$ cat config.mk
export PLATFORM = sky130hd
export DESIGN_NAME = uart_rx_core
export DESIGN_NICKNAME = d
export VERILOG_FILES = /design/src/rtl/uart_pkg.sv /design/src/rtl/rx_sample_tick.sv /design/src/rtl/uart_rx_core.sv
export SDC_FILE = /design/constraint.sdc
export NUM_CORES = 1
export LEC_CHECK = 0
export CAP_MARGIN = 5
export CORE_UTILIZATION = 50
export DETAILED_ROUTE_END_ITERATION = 10
export GPL_ROUTABILITY_DRIVEN = 0
export HOLD_SLACK_MARGIN = 0.03
export PLACE_DENSITY_LB_ADDON = 0.12
export REMOVE_ABC_BUFFERS = 1
export SLEW_MARGIN = 20
export SYNTH_ARGS = -nofsm -noshare
export SYNTH_HDL_FRONTEND = slang
export SYNTH_HIERARCHICAL = 1
export SYNTH_SLANG_ARGS = --single-unit
$ cat constraint.sdc
create_clock -name clk -period 8.45 [get_ports clk]
set_input_delay 1.69 -clock clk [delete_from_list [all_inputs] [get_ports clk]]
set_output_delay 1.69 -clock clk [all_outputs]
set_load 0.02 [all_outputs]
$ cat src/rtl/uart_pkg.sv
// rtl/uart_pkg.sv - shared UART encodings, RX state type and baud divisor helper
package uart_pkg;

  localparam logic [1:0] BAUD_2400       = 2'b00;
  localparam logic [1:0] BAUD_4800       = 2'b01;
  localparam logic [1:0] BAUD_9600       = 2'b10;
  localparam logic [1:0] BAUD_19200      = 2'b11;

  localparam logic [1:0] PARITY_NONE     = 2'b00;
  localparam logic [1:0] PARITY_ODD      = 2'b01;
  localparam logic [1:0] PARITY_EVEN     = 2'b10;
  localparam logic [1:0] PARITY_NONE_ALT = 2'b11;

  localparam int unsigned DIV_W = 16;

  typedef enum logic [2:0] {
    ST_IDLE,
    ST_START,
    ST_DATA,
    ST_PARITY,
    ST_STOP,
    ST_BREAK
  } rx_state_t;

  // Clocks per oversampling tick; only ever called with constant arguments.
  function automatic logic [DIV_W-1:0] baud_div(input int unsigned clk_hz,
                                                input int unsigned osr,
                                                input logic [1:0] code);
    int unsigned baud;
    baud = 32'd2400 << code;
    return DIV_W'(clk_hz / (osr * baud));
  endfunction

endpackage

$ cat src/rtl/rx_sample_tick.sv
// rtl/rx_sample_tick.sv - oversampling tick divider with synchronous clear
module rx_sample_tick
  import uart_pkg::*;
(
  input  logic             clk,
  input  logic             rst_n,
  input  logic             clr,
  input  logic [DIV_W-1:0] div,
  output logic             tick
);

  logic [DIV_W-1:0] cnt;
  logic             wrap;

  assign wrap = (cnt == div - DIV_W'(1));
  assign tick = wrap & ~clr;

  always_ff @(posedge clk or negedge rst_n) begin
    if (!rst_n) begin
      cnt <= '0;
    end else if (clr || wrap) begin
      cnt <= '0;
    end else begin
      cnt <= cnt + DIV_W'(1);
    end
  end

endmodule

$ cat src/rtl/uart_rx_core.sv
// rtl/uart_rx_core.sv - UART receiver: synchronizer, frame FSM, parity and stop checks
module uart_rx_core
  import uart_pkg::*;
#(
  parameter int unsigned CLK_HZ = 50_000_000,
  parameter int unsigned OSR    = 16
) (
  input  logic       clk,
  input  logic       rst_n,
  input  logic [1:0] baud_rate,
  input  logic [1:0] parity_type,
  input  logic       rx,
  output logic [7:0] data_out,
  output logic       data_valid,
  output logic       parity_err,
  output logic       frame_err,
  output logic       active
);

  localparam logic [3:0] MID  = 4'(OSR / 2 - 1);
  localparam logic [3:0] LAST = 4'(OSR - 1);

  logic             rx_meta, rxs, rxs_prev;
  rx_state_t        state, state_n;
  logic [3:0]       btick, btick_n;
  logic [3:0]       nbits, nbits_n;
  logic [7:0]       shreg, shreg_n;
  logic             par_bit, par_bit_n;
  logic [1:0]       cfg_baud, cfg_baud_n;
  logic [1:0]       cfg_par, cfg_par_n;
  logic             emit, frame_bad, par_en, par_bad;
  logic             tick, tick_clr;
  logic [DIV_W-1:0] div;

  always_ff @(posedge clk or negedge rst_n) begin
    if (!rst_n) begin
      rx_meta  <= 1'b1;
      rxs      <= 1'b1;
      rxs_prev <= 1'b1;
    end else begin
      rx_meta  <= rx;
      rxs      <= rx_meta;
      rxs_prev <= rxs;
    end
  end

  always_comb begin
    unique case (cfg_baud)
      BAUD_2400: div = baud_div(CLK_HZ, OSR, BAUD_2400);
      BAUD_4800: div = baud_div(CLK_HZ, OSR, BAUD_4800);
      BAUD_9600: div = baud_div(CLK_HZ, OSR, BAUD_9600);
      default:   div = baud_div(CLK_HZ, OSR, BAUD_19200);
    endcase
  end

  rx_sample_tick u_tick (
    .clk  (clk),
    .rst_n(rst_n),
    .clr  (tick_clr),
    .div  (div),
    .tick (tick)
  );

  assign par_en  = (cfg_par == PARITY_ODD) || (cfg_par == PARITY_EVEN);
  assign par_bad = par_en && (((^shreg) ^ par_bit) == (cfg_par == PARITY_EVEN));
  assign active  = (state != ST_IDLE);

  always_comb begin
    state_n    = state;
    btick_n    = btick;
    nbits_n    = nbits;
    shreg_n    = shreg;
    par_bit_n  = par_bit;
    cfg_baud_n = cfg_baud;
    cfg_par_n  = cfg_par;
    emit       = 1'b0;
    frame_bad  = 1'b0;
    tick_clr   = 1'b0;
    if (tick) btick_n = btick + 4'd1;
    unique case (state)
      ST_IDLE: begin
        // Holding the divider in clear keeps ticks phase-aligned to the start edge.
        tick_clr = 1'b1;
        btick_n  = 4'd0;
        if (rxs_prev && !rxs) begin
          state_n    = ST_START;
          nbits_n    = 4'd0;
          cfg_baud_n = baud_rate;
          cfg_par_n  = parity_type;
        end
      end
      ST_START: if (tick) begin
        if (btick == MID && rxs) state_n = ST_IDLE;
        else if (btick == LAST)  state_n = ST_DATA;
      end
      ST_DATA: if (tick) begin
        if (btick == MID) begin
          shreg_n = {rxs, shreg[7:1]};
          nbits_n = nbits + 4'd1;
        end else if (btick == LAST && nbits == 4'd8) begin
          state_n = par_en ? ST_PARITY : ST_STOP;
        end
      end
      ST_PARITY: if (tick) begin
        if (btick == MID)       par_bit_n = rxs;
        else if (btick == LAST) state_n   = ST_STOP;
      end
      ST_STOP: if (tick && btick == MID) begin
        emit      = 1'b1;
        frame_bad = ~rxs;
        state_n   = rxs ? ST_IDLE : ST_BREAK;
      end
      ST_BREAK: if (rxs) state_n = ST_IDLE;
      default: state_n = ST_IDLE;
    endcase
  end

  always_ff @(posedge clk or negedge rst_n) begin
    if (!rst_n) begin
      state      <= ST_IDLE;
      btick      <= 4'd0;
      nbits      <= 4'd0;
      shreg      <= 8'h00;
      par_bit    <= 1'b0;
      cfg_baud   <= BAUD_2400;
      cfg_par    <= PARITY_NONE;
      data_out   <= 8'h00;
      data_valid <= 1'b0;
      parity_err <= 1'b0;
      frame_err  <= 1'b0;
    end else begin
      state      <= state_n;
      btick      <= btick_n;
      nbits      <= nbits_n;
      shreg      <= shreg_n;
      par_bit    <= par_bit_n;
      cfg_baud   <= cfg_baud_n;
      cfg_par    <= cfg_par_n;
      data_valid <= emit;
      parity_err <= emit & par_bad;
      frame_err  <= emit & frame_bad;
      if (emit) data_out <= shreg;
    end
  end

endmodule

==> summary.md <==
| Metric | Value |
|---|---|
| PostCTS Resize Cnt | 0 |
| VDD IR max | 0.167 mV |
| Clk slew on worst S/H paths | 0.09 ns |
| Num CTS Buffers | 5 |
| Worst path top cell family by delay | simple AND/OR/NAND/NOR gates |
| H-tree depth | 2 |
| Post-DRT Antenna Nets | 0 |
| Register bit total from synthesis | 54 |
| Largest net degree at the start of global routing | 55 |
| Fmax | 0.216 GHz |
| Number of buffers and inverters on the critical path | 2 |
| Post-route DRC | 0 |
| Clock Path Buffers | 2 |
| Clk root buf | clkbuf_8 |
| CTS sink cnt | 54 |
| Slowest cell delay on critical path | 0.63 ns |
| CTS tree | done |
| Crit path arrival time | 4.81 ns |
| Worst hold margin | between 0.3 and 0.4 ns |
| I/O pin total | 19 |
| Core area | 6420 µm² |
| Setup bufs post-CTS | 0 |
| N_diodes | 0 |
| Crit Path Max Fanout | 14 |
| Mapped Avg Cell Area | around 10 µm² |
| Via count | 2,422 |
| Status | finished, final reports clean |
| First-pass DRT Iterations | 4 |
| Area contributors post-synth | dfrtp_1, mux2_2, xnor2_1 |
| Vias in the first global route | 2,427 |
| Max Slew Vio Count | 0 |
| Share of layout cells above drive strength 1 | between 10 and 15% |
| Most Frequent Cell on Critical Path | nor2_1 |
| Total grt overflow | 0 |
| Lkg Pwr | 1.60 nW |
| Most frequent cell after synthesis | dfrtp_1 |
| Row cnt | 29 |
| Die Wd | 83.9 µm |
| Worst-Skew Late Latency | 0.30 ns |
| CP Cell Sequence | inv_1 -> ha_1 -> nor2_1 -> nor2_1 -> or4_1 -> nor4b_1 -> and3_1 -> o211a_1 -> o2111ai_1 -> a2111oi_1 -> buf_4 -> and4b_4 -> mux2i_1 -> or3_1 -> o21ai_2 -> o21ai_1 |
| Worst-margin pin slew | approximately 0.95 ns |
| Synth cell count leaders | dfrtp_1, mux2_2, nor2_1, nor3_1 |
| GR Util All Layers | approximately a fifth |
| Routed wire length | 6.40 mm |
| Setup crit start kind | flip-flop |
| Crit path kind | flip-flop to flip-flop |
| Critical Path Slowest Stage Cell | or4_1 |
| Avg Vias per Cell | 5.62 |
| Dominant synthesized flop cell | dfrtp_1 |
| Power per cell area | 250 nW/µm² |
| Min Tclk post-route | 4.62 ns |
| Critical path capture point type | flip-flop |
| Area grow syn2layout | 10.9% |
| Synth async-reset ratio | 100% |
| Endpoints failing hold | 0 |
| DR iter-0 viols | 64 |
| Initial antenna violation count | 0 |
| Fin area | 3720 µm² |
| Per-cell routed wire length | 14.8 µm |
| Final nets | between 300 and 400 |
| Max_cap viols | 0 |
| First-pass GRT wire length | 11.2 mm |
| Aggregate negative setup slack | 0 ns |
| Area of placed instances | 3610 µm² |
| Period utilization | 54.7% |
| Slew HR | 36.5% |
| Post-synth EDFFs | 0 |
| Worst Skew | 0.00705 ns |
| # setup viols final | 0 |
| Die H | 83.9 µm |
| Port Buffers | 18 |
| Yosys warns | 6 |
| Cell taking the most area after synthesis | dfrtp_1 |
| Synthesized area | 3350 µm² |
| Initial Utilization | 52.2% |
| Seq/Total Area, Yosys | 40.4% |
| Dpl hpwl | 4.69 mm |
| Unrepaired setup endpoints after global routing | false |
| Synth top area share | 38.0% |
| Worst Path Required | 8.64 ns |
| Post-Synthesis Cells | 327 |
| Cts hold-fix bufs | 0 |
| Die area | 7040 µm² |
| Placed cells | 423 |
| Distinct cells, synth | 61 |
| Non-filler cells, final | 431 |
| Hold crit path type | flip-flop to flip-flop |
-- sequential cells by signal, indices dropped and copies added, names as in the netlist, 2 cells and up --
signal	cells
cfg_par	2
cfg_baud	2
btick	4
data_out	8
nbits	4
state	3
shreg	8
u_tick/cnt	16
-- layer usage --
metal  routed length, µm  vias to the layer above  GRT usage [%]
li1                    -                     1211              -
met4                  86                        0           5.64
met2                3120                       34           33.1
met5                   0                        -              0
met3                 165                        8           2.67
met1                3030                     1169           26.0
-- layout by cell type, fill, tap and decap left out, types with 3 or more instances in the layout --
master,netlist,routed
mux2_2,22,22
and3_1,4,4
ha_1,11,11
clkbuf_8,0,5
xnor2_1,20,20
and3b_1,3,3
o21ai_0,5,5
inv_1,12,12
nor2_1,21,21
a21oi_1,5,5
nand2b_1,3,3
dfstp_2,3,3
dfrtp_1,51,51
nand3_1,11,11
a211oi_1,3,3
conb_1,1,12
o21ai_1,3,3
buf_4,1,3
clkdlybuf4s50_1,0,17
nor3_1,21,21
or3_1,10,10
xor2_1,20,20
nand2_1,17,17
nand4_1,8,8
nor2b_1,7,7
mux2i_1,4,4
nor3b_1,3,3
nand3b_1,4,4
-- worst paths after layout --
check | start | end | cells after the start | slack [ns]
worst min register to register | rx_meta$_DFF_PN1_ | rxs$_DFF_PN1_ | 0 | 0.36
worst min-delay path | rx_meta$_DFF_PN1_ | rxs$_DFF_PN1_ | 0 | 0.36
worst max register to register | cfg_baud[0]$_DFFE_PN0P_ | nbits[2]$_DFFE_PN0P_ | 16 | 3.83
min in group asynchronous | rst_n | u_tick/cnt[14]$_DFF_PN0_ | 2 | 1.48
max in group asynchronous | rst_n | cfg_par[0]$_DFFE_PN0P_ | 2 | 6.49
worst max-delay path | cfg_baud[0]$_DFFE_PN0P_ | nbits[2]$_DFFE_PN0P_ | 16 | 3.83
-- cell type report --
cell class | instances | area [µm²]
clock inverters | 2 | 37.5
well taps | 77 | 96.3
flip-flops and latches | 54 | 1360
repair buffers | 21 | 198
clock buffers | 6 | 72.6
fillers | 570 | 2700
inverters | 12 | 45.0
multi-input cells | 259 | 1920
-- kinds of logic (layout without fill, tap and decap cells) --
kind of cell / after synthesis / count (layout) / share of synthesized area (%)
AND/OR/NAND/NOR: 130 / 130 / 22.3
flip-flops: 54 / 54 / 40.4
XOR/XNOR: 40 / 40 / 10.4
AO/OA/AOI/OAI: 39 / 39 / 9.88
multiplexers: 27 / 27 / 9.03
buffers and inverters: 25 / 41 / 3.73
adder cells (fa/ha/maj): 11 / 11 / 4.10
other: 1 / 12 / 0.112
-- where the power goes --
group          switching, mW  internal, mW  leakage (nW)  total [mW]
combinational          0.252         0.180         0.817       0.433
clock                 0.0811        0.0884        0.0514       0.170
sequential            0.0435         0.285         0.727       0.328
total                  0.377         0.553          1.60       0.931
-- stage by stage --
stage / power [mW] / setup slack, ns / utilization (%)
2_1_floorplan: 0.659 / 3.44 / -
3_3_place_gp: 0.760 / 3.97 / 56.2
3_5_place_dp: 0.767 / 3.93 / 56.2
4_1_cts: 0.939 / 3.83 / 57.9
5_1_grt: 1.00 / 3.46 / 57.9
6_report: 0.931 / 3.83 / 57.9
No activity file was read; power rests on OpenSTA's default activity.
